**src/rtl/ikbd_pkg.sv**
```systemverilog
// ikbd_pkg: shared types and constants for the IKBD serial link.
// Holds the RX/TX state enums, frame geometry and a framing helper.
package ikbd_pkg;

  typedef enum logic [1:0] {
    RX_IDLE,
    RX_START,
    RX_DATA,
    RX_STOP
  } rx_state_t;

  typedef enum logic [1:0] {
    TX_IDLE,
    TX_SHIFT,
    TX_GAP
  } tx_state_t;

  localparam int BITS_PER_FRAME = 10;
  localparam int OVERSAMPLE     = 16;

  // 8N1 frame, wire order from bit 0: start(0), d[0..7], stop(1).
  function automatic logic [9:0] frame_of(input logic [7:0] d);
    return {1'b1, d, 1'b0};
  endfunction

endpackage

```
**src/rtl/ikbd_fifo.sv**
```systemverilog
// ikbd_fifo: synchronous FIFO, 2^AW entries of DW bits.
// Ports: clk_i/reset_i, push_i+din_i, pop_i, dout_o (head), level_o, full_o, empty_o.
module ikbd_fifo #(
  parameter int AW = 4,
  parameter int DW = 8
) (
  input  logic          clk_i,
  input  logic          reset_i,
  input  logic          push_i,
  input  logic [DW-1:0] din_i,
  input  logic          pop_i,
  output logic [DW-1:0] dout_o,
  output logic [AW:0]   level_o,
  output logic          full_o,
  output logic          empty_o
);

  localparam logic [AW:0] DEPTH = {1'b1, {AW{1'b0}}};
  localparam logic [AW:0] ONE   = (AW+1)'(1);

  logic [DW-1:0] mem_q [2**AW];
  logic [AW:0]   wr_q, wr_d;
  logic [AW:0]   rd_q, rd_d;
  logic          do_push;
  logic          do_pop;

  // Pointers carry an extra MSB so full and empty differ.
  assign level_o = wr_q - rd_q;
  assign full_o  = (level_o == DEPTH);
  assign empty_o = (level_o == '0);
  assign do_push = push_i && !full_o;
  assign do_pop  = pop_i && !empty_o;
  assign dout_o  = mem_q[rd_q[AW-1:0]];

  always_comb begin
    wr_d = wr_q;
    rd_d = rd_q;
    if (do_push) wr_d = wr_q + ONE;
    if (do_pop)  rd_d = rd_q + ONE;
  end

  always_ff @(posedge clk_i) begin
    if (reset_i) begin
      wr_q <= '0;
      rd_q <= '0;
    end else begin
      wr_q <= wr_d;
      rd_q <= rd_d;
    end
  end

  always_ff @(posedge clk_i) begin
    if (do_push) mem_q[wr_q[AW-1:0]] <= din_i;
  end

endmodule

```
**src/rtl/ikbd_serial.sv**
```systemverilog
// ikbd_serial: IKBD side of the ACIA link; 8N1 receiver plus FIFO-fed transmitter.
// Ports: clk/reset, rx/tx lines, tx_data/tx_strobe push side with full/level/overflow/busy, rx_data/valid/frame_err.
module ikbd_serial
  import ikbd_pkg::*;
#(
  parameter int CLK_DIV_LOG2 = 12,
  parameter int FIFO_AW      = 4,
  parameter int TX_GAP_BITS  = 0
) (
  input  logic               clk,
  input  logic               reset,
  input  logic               rx,
  output logic               tx,
  input  logic [7:0]         tx_data,
  input  logic               tx_strobe,
  output logic               tx_full,
  output logic [FIFO_AW:0]   tx_level,
  output logic               tx_overflow,
  output logic               tx_busy,
  output logic [7:0]         rx_data,
  output logic               rx_valid,
  output logic               rx_frame_err
);

  localparam int          TW       = CLK_DIV_LOG2 - 4;
  localparam logic [3:0]  BIT_LAST = 4'(OVERSAMPLE - 1);
  localparam logic [3:0]  FRM_LAST = 4'(BITS_PER_FRAME - 1);
  localparam logic [7:0]  GAP_LAST = 8'(TX_GAP_BITS * OVERSAMPLE - 1);

  // Oversample tick: one clk in every 2^TW.
  logic [TW-1:0] tick_q;
  logic          tick;

  assign tick = (tick_q == '0);

  always_ff @(posedge clk) begin
    if (reset) tick_q <= '0;
    else       tick_q <= tick_q + TW'(1);
  end

  // RX filter: also synchronises rx; output only moves on 4 equal samples.
  logic [3:0] flt_sr_q;
  logic       flt_q;

  always_ff @(posedge clk) begin
    if (reset) begin
      flt_sr_q <= 4'b1111;
      flt_q    <= 1'b1;
    end else begin
      flt_sr_q <= {flt_sr_q[2:0], rx};
      if (flt_sr_q == 4'b0000)      flt_q <= 1'b0;
      else if (flt_sr_q == 4'b1111) flt_q <= 1'b1;
    end
  end

  // RX FSM
  rx_state_t  rx_st_q;
  logic [3:0] rx_cnt_q;
  logic [2:0] rx_bit_q;
  logic [7:0] rx_sh_q;
  logic [7:0] rx_data_q;
  logic       rx_valid_q;
  logic       rx_ferr_q;

  always_ff @(posedge clk) begin
    if (reset) begin
      rx_st_q    <= RX_IDLE;
      rx_cnt_q   <= '0;
      rx_bit_q   <= '0;
      rx_sh_q    <= '0;
      rx_data_q  <= '0;
      rx_valid_q <= 1'b0;
      rx_ferr_q  <= 1'b0;
    end else begin
      rx_valid_q <= 1'b0;
      rx_ferr_q  <= 1'b0;
      if (tick) begin
        unique case (rx_st_q)
          RX_IDLE: begin
            if (!flt_q) begin
              rx_st_q  <= RX_START;
              rx_cnt_q <= 4'd7;
            end
          end
          RX_START: begin
            if (rx_cnt_q != '0) begin
              rx_cnt_q <= rx_cnt_q - 4'd1;
            end else if (flt_q) begin
              // line back high at mid start bit: glitch
              rx_st_q <= RX_IDLE;
            end else begin
              rx_st_q  <= RX_DATA;
              rx_cnt_q <= BIT_LAST;
              rx_bit_q <= '0;
            end
          end
          RX_DATA: begin
            if (rx_cnt_q != '0) begin
              rx_cnt_q <= rx_cnt_q - 4'd1;
            end else begin
              rx_sh_q  <= {flt_q, rx_sh_q[7:1]};
              rx_cnt_q <= BIT_LAST;
              rx_bit_q <= rx_bit_q + 3'd1;
              if (rx_bit_q == 3'd7) rx_st_q <= RX_STOP;
            end
          end
          RX_STOP: begin
            if (rx_cnt_q != '0) begin
              rx_cnt_q <= rx_cnt_q - 4'd1;
            end else begin
              if (flt_q) begin
                rx_data_q  <= rx_sh_q;
                rx_valid_q <= 1'b1;
              end else begin
                rx_ferr_q <= 1'b1;
              end
              rx_st_q <= RX_IDLE;
            end
          end
          default: rx_st_q <= RX_IDLE;
        endcase
      end
    end
  end

  // TX FIFO
  logic [7:0]       fifo_dout;
  logic [FIFO_AW:0] fifo_level;
  logic             fifo_full;
  logic             fifo_empty;
  logic             tx_load;
  logic             ovf_q;

  ikbd_fifo #(
    .AW (FIFO_AW),
    .DW (8)
  ) u_fifo (
    .clk_i   (clk),
    .reset_i (reset),
    .push_i  (tx_strobe),
    .din_i   (tx_data),
    .pop_i   (tx_load),
    .dout_o  (fifo_dout),
    .level_o (fifo_level),
    .full_o  (fifo_full),
    .empty_o (fifo_empty)
  );

  always_ff @(posedge clk) begin
    if (reset) ovf_q <= 1'b0;
    else       ovf_q <= tx_strobe && fifo_full;
  end

  // TX FSM
  tx_state_t  tx_st_q;
  logic [8:0] tx_sh_q;
  logic [3:0] tx_tcnt_q;
  logic [3:0] tx_bit_q;
  logic [7:0] tx_gcnt_q;
  logic       tx_q;
  logic       busy_q;
  logic [9:0] tx_frame;
  logic       frame_end;
  logic       gap_end;

  assign tx_frame  = frame_of(fifo_dout);
  assign frame_end = (tx_st_q == TX_SHIFT) &&
                     (tx_tcnt_q == '0) &&
                     (tx_bit_q == FRM_LAST);
  assign gap_end   = (tx_st_q == TX_GAP) && (tx_gcnt_q == '0);

  // A new byte may start from idle, or directly at the end of the
  // stop bit / gap so that queued bytes leave without extra idle time.
  assign tx_load = tick && !fifo_empty &&
                   ((tx_st_q == TX_IDLE) ||
                    (frame_end && (TX_GAP_BITS == 0)) ||
                    gap_end);

  always_ff @(posedge clk) begin
    if (reset) begin
      tx_st_q   <= TX_IDLE;
      tx_sh_q   <= '1;
      tx_tcnt_q <= '0;
      tx_bit_q  <= '0;
      tx_gcnt_q <= '0;
      tx_q      <= 1'b1;
      busy_q    <= 1'b0;
    end else if (tick) begin
      if (tx_load) begin
        // tx carries the bit on the wire; the shifter holds the rest
        tx_st_q   <= TX_SHIFT;
        tx_q      <= tx_frame[0];
        tx_sh_q   <= tx_frame[9:1];
        tx_tcnt_q <= BIT_LAST;
        tx_bit_q  <= '0;
        busy_q    <= 1'b1;
      end else begin
        unique case (tx_st_q)
          TX_IDLE: tx_q <= 1'b1;
          TX_SHIFT: begin
            if (tx_tcnt_q != '0) begin
              tx_tcnt_q <= tx_tcnt_q - 4'd1;
            end else if (tx_bit_q == FRM_LAST) begin
              tx_q <= 1'b1;
              if (TX_GAP_BITS > 0) begin
                tx_st_q   <= TX_GAP;
                tx_gcnt_q <= GAP_LAST;
              end else begin
                tx_st_q <= TX_IDLE;
                busy_q  <= 1'b0;
              end
            end else begin
              tx_q      <= tx_sh_q[0];
              tx_sh_q   <= {1'b1, tx_sh_q[8:1]};
              tx_tcnt_q <= BIT_LAST;
              tx_bit_q  <= tx_bit_q + 4'd1;
            end
          end
          TX_GAP: begin
            tx_q <= 1'b1;
            if (tx_gcnt_q != '0) begin
              tx_gcnt_q <= tx_gcnt_q - 8'd1;
            end else begin
              tx_st_q <= TX_IDLE;
              busy_q  <= 1'b0;
            end
          end
          default: begin
            tx_st_q <= TX_IDLE;
            tx_q    <= 1'b1;
            busy_q  <= 1'b0;
          end
        endcase
      end
    end
  end

  assign tx           = tx_q;
  assign tx_full      = fifo_full;
  assign tx_level     = fifo_level;
  assign tx_overflow  = ovf_q;
  assign tx_busy      = busy_q;
  assign rx_data      = rx_data_q;
  assign rx_valid     = rx_valid_q;
  assign rx_frame_err = rx_ferr_q;

endmodule
```
**config.mk**
```make
export PLATFORM = sky130hd
export DESIGN_NAME = ikbd_serial
export DESIGN_NICKNAME = d
export VERILOG_FILES = /design/src/rtl/ikbd_pkg.sv /design/src/rtl/ikbd_fifo.sv /design/src/rtl/ikbd_serial.sv
export SDC_FILE = /design/constraint.sdc
export NUM_CORES = 1
export LEC_CHECK = 0
export CORE_ASPECT_RATIO = 0.75
export CORE_MARGIN = 1.5
export CORE_UTILIZATION = 50
export DETAILED_ROUTE_END_ITERATION = 8
export PLACE_DENSITY = 0.67
export SYNTH_ARGS = -nofsm -noshare
export SYNTH_HDL_FRONTEND = slang
export SYNTH_SLANG_ARGS = --single-unit
```
**constraint.sdc**
```tcl
create_clock -name clk -period 3 [get_ports clk]
set_input_delay 0.45 -clock clk [delete_from_list [all_inputs] [get_ports clk]]
set_output_delay 0.45 -clock clk [all_outputs]
set_load 0.05 [all_outputs]
```
==> impl_metrics.csv, run 1 <==
group,metric,value,unit
layout,postLayoutCellArea,0.00969,mm^2
synthesis,synth_ff_type,"edfxtp_1",
timing,relSlewSlack,44.0,%
clock_tree,clk_pin_slew,0.06,ns
synthesis,synth_warnings,0,
synthesis,synth_top_cells_by_area,"edfxtp_1, dfxtp_1, mux4_2",
timing,rsz0062_at_grt,"true",
detailed_routing,viasPerCell,5.87,
clock_tree,cts_root_buffer,"clkbuf_16",
timing,tightest_slew,0.839,ns
power,p_per_area,853,mW/mm^2
grt,grtUsageTotal,20.5,%
timing,finalCritPeriodShare,101,%
clock_tree,worstSkewPairLatency,0.49,ns
grt,grt_antenna_before_repair,0,
layout,final_core_util,59.8,%
layout,fin_nets,670,
clock_tree,h-tree-depth,1,
synthesis,ys_seq_elements,201,
synthesis,syn_inst,583,
detailed_routing,drc,0,
placed_design,dp.cells,819,
synthesis,syn_avg_cell_area,14.4,um^2
floorplanning,chipHeight,115,um
critical_path,crit_arrival,2.57,ns
layout,instances_no_fill,858,
timing,period_minus_slack,3.02,ns
clock_tree,cts_hold_buf,0,
layout,drive_gt1_share,20.2,%
timing,fin_ws,-0.0189,ns
placed_design,placed_area,0.00898,mm^2
power,switching_share,31.5,%
grt,grt_pass1_vias,4791,
critical_path,worstPathMaxFanout,3,
grt,grt_pass1_wl,27500,um
placed_design,port_buffers,30,
detailed_routing,drtPass1Iterations,5,
grt,grt_max_degree,35,
layout,area_growth,15.5,%
synthesis,yosysMostFrequentCell,"edfxtp_1",
power,p_leak,3.46,nW
floorplanning,rows,40,
synthesis,synth_enable_flop_cells,128,
synthesis,ys_types,64,
floorplanning,core,0.0162,mm^2
power,clkPwrFrac,30.3,%
placed_design,place_congestion,0.814,
clock_tree,clock_sinks,201,
synthesis,syn_area,0.00839,mm^2
timing,finalSetupViolations,1,
synthesis,synth.net_count,619,
power,power,0.00827,W
clock_tree,cts_made_buffers,20,
floorplanning,start_util,51.8,%
layout,diodes,0,
run_status,status,"complete, but fails checks",
synthesis,yosysSeqAreaShare,63.2,%
timing,skew,0.0113,ns
detailed_routing,first_iter_violations,431,
floorplanning,die_width,153,um
clock_tree,clk_path_buf_depth,3,
layout,n_fill_cell,1258,
detailed_routing,routed_wl,17800,um
critical_path,start_kind,"flop",
timing,hold_ws,0.456,ns
power,worst_ir_drop_vdd,0.469,mV
synthesis,yosys-top-cells-count,"edfxtp_1, dfxtp_1, nor2_1",
power,seqPwrFrac,40.3,%
run,max_cap_violations,0,
floorplanning,ios,31,
synthesis,synth.largest_area_cell,"edfxtp_1",
synthesis,ys_async_sr_fraction,0,%
floorplanning,dieArea,0.0176,mm^2
detailed_routing,wl_per_cell,20.8,um
critical_path,worstPathRequired,2.55,ns
timing,fmax,331,MHz
power,combinationalPowerShare,29.5,%
critical_path,crit_type,"flop to primary output",
power,intPower,0.00566,W
timing,final_hold_viol_count,0,
critical_path,end_kind,"primary output",
clock_tree,cts_tree,"built",
detailed_routing,vias,5037,
timing,slew_viol_final,0,
power,p_switching,0.00260,W
placed_design,dpl.hpwl,12000,um
grt,gr-total-overflow,0,
detailed_routing,ant_nets,0,
worst_hold_path,min_path_type,"flop to flop",
synthesis,yosysTopAreaCellShare,45.8,%
run_status,failed_checks,"negative setup slack",
layout by cell type (no fill, tap or decap), types with 9 or more instances in the layout:
cell,netlist,final
ha_1,23,22
mux2i_1,20,20
a21oi_1,23,23
clkdlybuf4s50_1,0,25
nand2_1,18,18
nor2_1,50,50
mux4_2,33,33
nor3_1,18,17
and3_1,18,9
dfxtp_1,73,71
nand3_1,15,15
buf_4,1,28
xor2_1,10,10
and3_2,0,9
o22ai_1,13,13
edfxtp_1,128,128
clkbuf_16,0,21
inv_1,18,16
layout make-up:
cell class | instances | area, um^2 | share of cell area [%]
Sequential cell | 201 | 5310 | 54.8
Multi-Input combinational cell | 337 | 2900 | 30.0
Clock buffer | 27 | 558 | 5.76
Timing Repair Buffer | 55 | 485 | 5.01
Tap cell | 210 | 263 | 2.71
Clock inverter | 9 | 97.6 | 1.01
Inverter | 19 | 73.8 | 0.762
sequential cells by signal (all words and copies together) (netlist names), named ones only:
signal,count
tx_sh_q,8
rx_sh_q,8
rx_valid,1
rx_bit_q,3
flt_sr_q,4
tx_bit_q,4
u_fifo.wr_q,5
rx_data,8
flt_q,1
rx_st_q,1
tx,1
tx_tcnt_q,4
rx_frame_err,1
rx_cnt_q,4
tick_q,8
tx_st_q,1
tx_overflow,1
u_fifo.rd_q,5
u_fifo.mem_q,128
path summary, 6_finish.rpt:
kind	cells after the start	slack [ns]	end	startpoint
min reg2reg	1	0.46	tick_q[0]$_SDFF_PP0_	tick_q[0]$_SDFF_PP0_
min	1	0.46	tick_q[0]$_SDFF_PP0_	tick_q[0]$_SDFF_PP0_
max reg2reg	13	0.13	u_fifo.wr_q[4]$_SDFFE_PP0P_	u_fifo.wr_q[0]$_SDFFE_PP0P_
max	9	-0.02	tx_full	u_fifo.wr_q[0]$_SDFFE_PP0P_
worst max-delay path, stage by stage, from the launching register on:
cell      delay, ns
dfxtp_2        0.33
inv_2          0.05
ha_4           0.15
inv_2          0.05
fa_2           0.46
nand3b_1       0.17
a211o_1        0.29
a211o_1        0.35
inv_4          0.10
buf_12         0.13
metrics by stage:
step / setup WS, ns / setup TNS [ns]
after floorplan: -0.0538 / -3.87
after global placement: 0.0911 / 0
after detailed placement: -0.0518 / -0.413
after CTS: -0.144 / -0.144
after global routing: -0.118 / -0.118
final: -0.0189 / -0.0189
cell families after synthesis:
group	synth area share, %
buf+inv	2.79
xor+xnor	2.07
mux	11.2
simple gates	11.0
flops	63.2
compound gates	6.05
fa+ha+maj	3.67
power by group through the flow:
stage	Sequential [W]	Combinational (W)	Clock (W)
2_1_floorplan	0.00331	0.00183	0
3_3_place_gp	0.00338	0.00229	0
3_5_place_dp	0.00339	0.00235	0
4_1_cts	0.00333	0.00237	0.00254
5_1_grt	0.00336	0.00258	0.00265
6_report	0.00333	0.00244	0.00250
per-layer routing:
metal	track usage [%]	up-vias	share of wire, %
met4	5.32	0	1.9
met3	4.18	32	7.8
met2	29.8	194	43
met5	0	-	0
met1	31.7	2497	47
li1	-	2314	-
what timing repair did:
item	4_1_cts	5_1_grt
setup endpoints to repair	9	10
resized for setup	2	6
gates cloned	0	0
setup buffers	1	3
pin swaps	3	3
hold endpoints to repair	0	0
No activity file was read; power rests on OpenSTA's default activity.
==> run 2, diff against run 1 <==
- CTS_CLUSTER_DIAMETER: not set -> 60
==> results of run 2 <==
Same layout as run 1: the final DEF is identical, and so are final timing and power.
